===== src/rtl/lock_sequencer_pkg.sv =====
// Shared definitions for the combination-lock controller: state encodings,
// digit width and helpers that turn a one-hot button pulse into a digit.
package lock_sequencer_pkg;

  localparam int DIGIT_W = 2;

  typedef enum logic [1:0] {
    S_LOCKED   = 2'd0,
    S_UNLOCKED = 2'd1,
    S_PROGRAM  = 2'd2,
    S_LOCKOUT  = 2'd3
  } lock_state_t;

  // Button n maps to digit n; anything that is not one-hot yields digit 0 and
  // must be screened with isValidPress before the digit is trusted.
  function automatic logic [DIGIT_W-1:0] encodeDigit(input logic [3:0] b);
    logic [DIGIT_W-1:0] d;
    case (b)
      4'b0010: d = 2'd1;
      4'b0100: d = 2'd2;
      4'b1000: d = 2'd3;
      default: d = 2'd0;
    endcase
    return d;
  endfunction

  function automatic logic isValidPress(input logic [3:0] b);
    return (b != 4'd0) && ((b & (b - 4'd1)) == 4'd0);
  endfunction

endpackage


===== src/rtl/lock_sequencer_timer.sv =====
// Lockout down-counter: load sets the remaining tick count, each tick
// decrements it, and done fires on the tick that consumes the last count.
module lockout_timer
  import lock_sequencer_pkg::*;
#(
  parameter int WIDTH = 8
) (
  input  logic             clk,
  input  logic             rst,
  input  logic             i_load,
  input  logic [WIDTH-1:0] i_loadVal,
  input  logic             i_tick,
  output logic             o_done
);

  logic [WIDTH-1:0] r_count;

  always_ff @(posedge clk or posedge rst) begin
    if (rst) begin
      r_count <= '0;
    end else if (i_load) begin
      r_count <= i_loadVal;
    end else if (i_tick && (r_count != '0)) begin
      r_count <= r_count - 1'b1;
    end
  end

  assign o_done = i_tick && (r_count == WIDTH'(1));

endmodule


===== src/rtl/lock_sequencer.sv =====
// Push-button combination lock controller: checks full entries against a
// programmable code, counts failures, enforces a timed lockout, reprograms.
module lock_sequencer
  import lock_sequencer_pkg::*;
#(
  parameter int                    CODE_LEN     = 4,
  parameter int                    MAX_FAIL     = 3,
  parameter int                    LOCK_TICKS   = 10,
  parameter logic [2*CODE_LEN-1:0] DEFAULT_CODE = 8'b10_00_01_11
) (
  input  logic       clk,
  input  logic       rst,
  input  logic [3:0] btn,
  input  logic       tick,
  input  logic       relock,
  input  logic       prog_req,
  output logic       unlocked,
  output logic       lockout,
  output logic       prog_mode,
  output logic [3:0] digit_cnt,
  output logic [3:0] fail_cnt,
  output logic       ok_pulse,
  output logic       bad_pulse
);

  localparam int         CODE_W     = DIGIT_W * CODE_LEN;
  localparam int         SLOT_W     = $clog2(CODE_W);
  localparam logic [3:0] LAST_IDX   = 4'(CODE_LEN - 1);
  localparam logic [3:0] FAIL_LIMIT = 4'(MAX_FAIL);
  localparam logic [7:0] TICK_LOAD  = 8'(LOCK_TICKS);

  lock_state_t         r_state;
  logic [CODE_W-1:0]   r_code;
  logic [CODE_W-1:0]   r_shadow;
  logic [3:0]          r_digitCnt;
  logic [3:0]          r_failCnt;
  logic                r_mismatch;
  logic                r_ok;
  logic                r_bad;

  lock_state_t         w_stateNext;
  logic [CODE_W-1:0]   w_codeNext;
  logic [CODE_W-1:0]   w_shadowNext;
  logic [CODE_W-1:0]   w_shadowIns;
  logic [3:0]          w_digitCntNext;
  logic [3:0]          w_failCntNext;
  logic [3:0]          w_failInc;
  logic                w_mismatchNext;
  logic                w_okNext;
  logic                w_badNext;
  logic                w_press;
  logic                w_valid;
  logic [DIGIT_W-1:0]  w_digit;
  logic [SLOT_W-1:0]   w_slot;
  logic                w_lastDigit;
  logic                w_digitMiss;
  logic                w_timerLoad;
  logic                w_timerDone;

  assign w_press     = |btn;
  assign w_valid     = isValidPress(btn);
  assign w_digit     = encodeDigit(btn);
  assign w_slot      = SLOT_W'({r_digitCnt, 1'b0});
  assign w_lastDigit = (r_digitCnt == LAST_IDX);
  assign w_digitMiss = !w_valid || (w_digit != r_code[w_slot +: DIGIT_W]);
  assign w_failInc   = (r_failCnt == 4'hF) ? r_failCnt : r_failCnt + 4'd1;

  always_comb begin
    w_shadowIns = r_shadow;
    w_shadowIns[w_slot +: DIGIT_W] = w_digit;
  end

  lockout_timer #(
    .WIDTH(8)
  ) u_timer (
    .clk      (clk),
    .rst      (rst),
    .i_load   (w_timerLoad),
    .i_loadVal(TICK_LOAD),
    .i_tick   (tick && (r_state == S_LOCKOUT)),
    .o_done   (w_timerDone)
  );

  always_ff @(posedge clk or posedge rst) begin
    if (rst) begin
      r_state    <= S_LOCKED;
      r_code     <= DEFAULT_CODE;
      r_shadow   <= '0;
      r_digitCnt <= 4'd0;
      r_failCnt  <= 4'd0;
      r_mismatch <= 1'b0;
      r_ok       <= 1'b0;
      r_bad      <= 1'b0;
    end else begin
      r_state    <= w_stateNext;
      r_code     <= w_codeNext;
      r_shadow   <= w_shadowNext;
      r_digitCnt <= w_digitCntNext;
      r_failCnt  <= w_failCntNext;
      r_mismatch <= w_mismatchNext;
      r_ok       <= w_okNext;
      r_bad      <= w_badNext;
    end
  end

  // Entries always run to CODE_LEN presses so timing never reveals which digit was wrong.
  always_comb begin
    w_stateNext    = r_state;
    w_codeNext     = r_code;
    w_shadowNext   = r_shadow;
    w_digitCntNext = r_digitCnt;
    w_failCntNext  = r_failCnt;
    w_mismatchNext = r_mismatch;
    w_okNext       = 1'b0;
    w_badNext      = 1'b0;
    w_timerLoad    = 1'b0;

    case (r_state)
      S_LOCKED: begin
        if (w_press) begin
          if (w_lastDigit) begin
            w_digitCntNext = 4'd0;
            w_mismatchNext = 1'b0;
            if (!(r_mismatch || w_digitMiss)) begin
              w_stateNext   = S_UNLOCKED;
              w_failCntNext = 4'd0;
              w_okNext      = 1'b1;
            end else begin
              w_failCntNext = w_failInc;
              w_badNext     = 1'b1;
              if (w_failInc == FAIL_LIMIT) begin
                w_stateNext = S_LOCKOUT;
                w_timerLoad = 1'b1;
              end
            end
          end else begin
            w_digitCntNext = r_digitCnt + 4'd1;
            w_mismatchNext = r_mismatch || w_digitMiss;
          end
        end
      end

      S_LOCKOUT: begin
        if (w_timerDone) begin
          w_stateNext   = S_LOCKED;
          w_failCntNext = 4'd0;
        end
      end

      S_UNLOCKED: begin
        if (relock) begin
          w_stateNext = S_LOCKED;
        end else if (prog_req) begin
          w_stateNext    = S_PROGRAM;
          w_digitCntNext = 4'd0;
          w_shadowNext   = '0;
        end
      end

      S_PROGRAM: begin
        if (relock) begin
          w_stateNext    = S_LOCKED;
          w_digitCntNext = 4'd0;
        end else if (w_press) begin
          if (!w_valid) begin
            w_stateNext    = S_UNLOCKED;
            w_badNext      = 1'b1;
            w_digitCntNext = 4'd0;
          end else if (w_lastDigit) begin
            w_codeNext     = w_shadowIns;
            w_stateNext    = S_UNLOCKED;
            w_okNext       = 1'b1;
            w_digitCntNext = 4'd0;
          end else begin
            w_shadowNext   = w_shadowIns;
            w_digitCntNext = r_digitCnt + 4'd1;
          end
        end
      end

      default: begin
        w_stateNext = S_LOCKED;
      end
    endcase
  end

  assign unlocked  = (r_state == S_UNLOCKED) || (r_state == S_PROGRAM);
  assign lockout   = (r_state == S_LOCKOUT);
  assign prog_mode = (r_state == S_PROGRAM);
  assign digit_cnt = r_digitCnt;
  assign fail_cnt  = r_failCnt;
  assign ok_pulse  = r_ok;
  assign bad_pulse = r_bad;

endmodule


===== config.mk =====
export PLATFORM = sky130hd
export DESIGN_NAME = lock_sequencer
export DESIGN_NICKNAME = d
export VERILOG_FILES = /design/src/rtl/lock_sequencer_pkg.sv /design/src/rtl/lock_sequencer_timer.sv /design/src/rtl/lock_sequencer.sv
export SDC_FILE = /design/constraint.sdc
export NUM_CORES = 1
export LEC_CHECK = 0
export BUFFER_PORTS_ARGS = -buffer_cell sky130_fd_sc_hd__buf_2
export CORE_ASPECT_RATIO = 1.5
export CORE_UTILIZATION = 38
export CTS_CLUSTER_SIZE = 20
export DETAILED_ROUTE_END_ITERATION = 8
export SETUP_SLACK_MARGIN = 0.2
export SLEW_MARGIN = 20
export SYNTH_ARGS = -nofsm -noshare
export SYNTH_HDL_FRONTEND = slang
export SYNTH_SLANG_ARGS = --single-unit

===== constraint.sdc =====
create_clock -name clk -period 2.5 [get_ports clk]
set_clock_uncertainty 0.2 [all_clocks]
set_input_delay 0.25 -clock clk [delete_from_list [all_inputs] [get_ports clk]]
set_output_delay 0.25 -clock clk [all_outputs]
set_load 0.1 [all_outputs]

Word level (Yosys, flattened, before mapping)
Cells that the tools add are included.
{"block": "classes", "reduce_logical": 23, "n_eq_ne": 24, "n_bitwise": 2, "muxes": 58, "shifts": 3, "add_sub_neg": 5}
{"operator": "$mux 8", "count": 8}
{"operator": "$mux 4", "count": 12}
{"operator": "$mux 2", "count": 11}
{"operator": "$mux 1", "count": 19}
{"operator": "$pmux 8 s2", "count": 1}
{"operator": "$reduce_and 7->1", "count": 2}
{"operator": "$eq 4x2->1 const B", "count": 3}
{"operator": "$ne 2x2->1 const B", "count": 6}
{"operator": "$pmux 4 s3", "count": 1}
{"operator": "$reduce_and 5->1", "count": 2}
{"operator": "$add 4x1->4 const B", "count": 2}
{"operator": "$bwmux 8", "count": 1}
{"operator": "$eq 4x4->1 const B", "count": 2}
{"operator": "$eq 8x1->1 const B", "count": 1}
{"operator": "$pmux 2 s4", "count": 1}
{"operator": "$pmux 4 s2", "count": 1}
{"operator": "$reduce_bool 8->1", "count": 1}
{"operator": "$shift 2x5->8 const A", "count": 1}
{"operator": "$shiftx 2x5->8", "count": 1}
{"operator": "$shiftx 8x4->2", "count": 1}
{"operator": "$sub 8x1->8 const B", "count": 1}
{"operator": "$ne 2x1->1 const B", "count": 3}
{"operator": "$ne 3x3->1 const B", "count": 2}
{"operator": "$pmux 2 s3", "count": 1}
{"operator": "other kinds (22)", "count": 31}
{"block": "word_totals", "ff_bits": 37, "word_cells": 124, "out_inout_bits": 13, "in_bits": 9}

Logic depth before layout (Yosys ltp)
{"block": "depth", "word_depth": 12, "depth_mapped": 9}

By module
Synthesis repeated with hierarchy kept, for this count alone.
{"block": "hier_totals", "cells_unflattened": 282, "area_unflattened_um2": 2514.9}
{"module": "lock_sequencer", "area_each_um2": 1900.6, "cells_per_inst": 210, "seq_area_each_um2": 730.7, "instances": 1}
{"module": "lockout_timer", "area_each_um2": 614.3, "cells_per_inst": 72, "seq_area_each_um2": 200.2, "instances": 1}

Worst setup path before layout
No wires, ideal clock.
{"block": "synth_timing", "path_type": "register -> register", "startpoint": "register r_digitCnt[0] (netlist: digit_cnt[0])", "endpoint": "register r_state[0]", "slack_ps": -707, "path_stages_with_launch": 9, "arrival_ps": 2880, "synth_period_minus_slack_ps": 3207, "required_ps": 2172, "setup_time_ps": 128, "path_buffers": 1, "cell_sequence": "dfrtp_1 ha_1 or3b_1 buf_2 o21ai_1 a21bo_2 a311oi_1 o21ai_2 mux2_1"}
{"block": "synth_via", "elab_chain_len": 8}
{"item": "start, declared", "line_no": "lock_sequencer.sv:35", "source": "logic [3:0] r_digitCnt;"}
{"item": "start signal, assigned", "line_no": "lock_sequencer.sv:98", "source": "r_digitCnt <= w_digitCntNext;"}
{"item": "$shiftx 8x4->2", "line_no": "lock_sequencer.sv:65", "source": "assign w_digitMiss = !w_valid || (w_digit != r_code[w_slot +: DIGIT_W]);"}
{"item": "$ne 2x2->1", "line_no": "lock_sequencer.sv:65"}
{"item": "$logic_or 1x1->1", "line_no": "lock_sequencer.sv:65"}
{"item": "$logic_or 1x1->1", "line_no": "lock_sequencer.sv:124", "source": "if (!(r_mismatch || w_digitMiss)) begin"}
{"item": "$mux 2", "line_no": "lock_sequencer.sv:124"}
{"item": "$mux 2", "line_no": "lock_sequencer.sv:121", "source": "if (w_lastDigit) begin"}
{"item": "$mux 2", "line_no": "lock_sequencer.sv:120", "source": "if (w_press) begin"}
{"item": "$pmux 2 s4", "line_no": "lock_sequencer.sv:118", "source": "case (r_state)"}
{"item": "end signal, assigned", "line_no": "lock_sequencer.sv:95", "source": "r_state <= w_stateNext;"}
{"item": "end, declared", "line_no": "lock_sequencer.sv:32", "source": "lock_state_t r_state;"}
Parallel ways exist; a longest one is shown, timed or not. The select of a mux whose other input is x is not followed.
A chain may end at the register's enable or synchronous reset.

Final worst setup path
Ends and elaborated chain as after synthesis.

==> run summary <==
outcome - finished clean
height of the die - 97.1 um
vias in the first global route - 1968
P per Cell Area - 1350 nW/um^2
FP Rows - 34
Clock transition at path regs - 0.08 ns
most frequent cell after synthesis - dfrtp_1
WP data arrival - 2.29 ns
final antenna-violating net count - 0
R2R Setup Slk - 0.18 ns
routed vias - 1935
largest net degree at the start of global routing - 20
Mapped Avg Cell Area - 9.44 um^2
Synth Register Bits - 37
Crit Path Category - register to register
critical path cell sequence - mux4_2 > xnor2_2 > nor4b_4 > buf_6 > o21ai_2 > mux2_1
FFs w/ async S/R, synth - 100%
antenna cells - 0
initial detailed-routing violation count - 47
grt met2 use - 36.5%
fin. max-slew vios - 0
Die X - 65.4 um
DRC errors left - 0
clk sink count - 37
met1 Usage GRT - 20.0%
sequential area share after synthesis - 40.6%
layout cells sized above 1 - 29.4%
Ys Warns - 0
synth top area cells - dfrtp_1 (36%), ha_1 (7.6%), nor2_1 (4.9%)
Leakage Power - 1.26 nW
max cap viols - 0
fmax - 432 MHz
CP required - 2.48 ns
area leader, netlist - dfrtp_1
worst slew pin tran - 0.802 ns
die area - 6360 um^2
global-route wire length before repair - 9.25 mm
gr busiest metal - met2
Slew HR - 46.0%
I/O Buffers - 21
crit path capture type - register
number of flops mapped to enable cells by yosys - 0
# fillers - 553
CP startpoint kind - register
CTS buffer count - 5
synthesized cell area - 2290 um^2
initial core utilization - 39.4%
Critical Path End - r_state[0]
Net Sw Power - 1.86 mW
slowest stage delay, CP - 0.55 ns
gpl congestion - 0.876
Comb pwr share - 58.7%
Final period util - 92.7%
peak supply drop - 0.572 mV
CTS Root Cell - clkbuf_8
Avg WL per Cell - 15.3 um
Slowest-stage cell, CP - mux4_2
Area growth syn-to-layout - 24.3%
core outline area - 5830 um^2
synth cell count leaders - dfrtp_1 (33), nor2_1 (30), inv_1 (16)
hpwl dp - 4.35 mm
reg2reg end - r_state[0]
worst reg2reg path depth - 6
min Tclk post-route - 2.32 ns
setup violation total in the final timing report - 0
H-tree depth - 2
First-pass DRT Iterations - 4
Worst setup startpoint - digit_cnt[0]
final wirelength - 5.53 mm
Switching Fraction - 48.3%
Clock Power Share - 13.3%
worst-case clock buffer depth - 2
Syn Inst Count - 243
Total GRT Usage - 19.1%
RSZ-0062 raised after global routing - true
area share of the largest cell type after synthesis - 36.0%
clk_lat worst skew - 0.29 ns
hold-critical path depth - 4
met3 usage - 3.40%
CP Max Fanout - 8
Final TNS setup - 0 ns
Hold Fails Final Rpt - 0
Vias/cell - 5.36
Syn Nets - 266
CTS tree - built
Pint - 2.00 mW
overall power - 3.86 mW
commonest register cell after synthesis - dfrtp_1
I/O pin total - 22
Nets - 311
r2r startpoint - digit_cnt[0]
Synth cell types - 54
initial antenna violation count - 0
Worst Hold Class - input port to register
Seq pwr share - 28.0%
grt ovf - 0
==> routing by layer <==
layer	wire length, um	part of all wire (%)
met1	2230	40
met2	3080	56
met3	116	2.1
met4	109	2.0
met5	0	0
==> sequential cells by signal, indices dropped and copies added, names as in the netlist <==
name             flops
r_code               8
digit_cnt            4
fail_cnt             4
r_shadow             8
bad_pulse            1
u_timer.r_count      8
r_state              2
ok_pulse             1
r_mismatch           1
==> layout make-up <==
cell class / count / area [um^2] / share of cell area (%)
clock buffer: 6 / 72.6 / 2.54
inverter: 16 / 60.1 / 2.11
clock inverter: 2 / 38.8 / 1.36
tap: 72 / 90.1 / 3.16
multi-input combinational: 184 / 1370 / 47.9
sequential: 37 / 941 / 33.0
timing repair buffer: 44 / 284 / 9.96
==> what timing repair did <==
| item | CTS | global route |
|---|---|---|
| setup buffers | 2 | 1 |
| pin swaps | 0 | 3 |
| resized for setup | 3 | 13 |
| hold buffers | 1 | 0 |
| endpoints found under the setup margin | 8 | 19 |
| hold endpoints to repair | 13 | 0 |
==> critical path, delay by kind of cell, from the launching register on <==
kind / cells / cell delay, ns
buf+inv: 1 / 0.17
mux: 2 / 0.86
flops: 1 / 0.46
simple gates: 1 / 0.26
compound gates: 1 / 0.07
xor+xnor: 1 / 0.17
==> power groups by stage <==
stage | combinational, mW | clock, mW | sequential (mW)
3_5_place_dp | 2.15 | 0 | 1.10
6_report | 2.27 | 0.514 | 1.08
5_1_grt | 2.48 | 0.559 | 1.11
4_1_cts | 2.19 | 0.532 | 1.09
3_3_place_gp | 2.13 | 0 | 1.09
2_1_floorplan | 1.38 | 0 | 1.36
==> cell families (layout without fill, tap and decap cells) <==
family | Yosys count | count (layout) | synth area share [%]
fa+ha+maj | 15 | 15 | 8.07
compound gates | 61 | 61 | 17.6
buf+inv | 22 | 68 | 3.76
mux | 5 | 5 | 3.44
simple gates | 92 | 92 | 22.0
flops | 37 | 37 | 40.6
xor+xnor | 11 | 11 | 4.53
==> cells in the final DEF, fill, tap and decap left out, types with 2 or more instances in the layout <==
cell and instances:
nor2_1 30, buf_2 21, a22oi_1 5, dfrtp_2 2, ha_1 10, and3_1 2
inv_1 15, xnor2_2 2, buf_4 21, a21oi_1 14, xnor2_1 5, mux4_2 2
o21ai_2 3, mux2_1 2, nor3b_1 2, nand2_1 12, xor2_1 4, nor3_1 4
ha_4 2, o21a_1 5, o31ai_1 3, o21ai_1 2, ha_2 2, or3_1 3
o21ai_0 10, nand3_1 7, clkbuf_8 5, a22o_1 2, dfrtp_4 2, o22ai_1 2
o221ai_1 4, or2_2 2, dfrtp_1 29, nand4_1 5, dfstp_2 4, nor2b_1 11
nor4_1 2
==> worst min-delay path by stage <==
stage                 from                  to
floorplan              rst           bad_pulse
global placement       rst  u_timer.r_count[5]
detailed placement     rst  u_timer.r_count[6]
CTS                 relock         r_shadow[4]
global route        btn[1]           bad_pulse
finish              btn[1]           bad_pulse
==> stage by stage <==
stage	std cells	setup WS (ns)	utilization, %	hold slack (ns)	instance area [um^2]
global placement	349	0.158	45.5	0.189	2650
CTS	360	0.178	48.1	0.216	2800
detailed placement	349	0.130	45.5	0.181	2650
global route	361	0.111	48.9	0.254	2850
floorplan	243	-0.146	-	0.227	2350
finish	361	0.184	48.9	0.231	2850
Power figures use the tool's default switching activity.
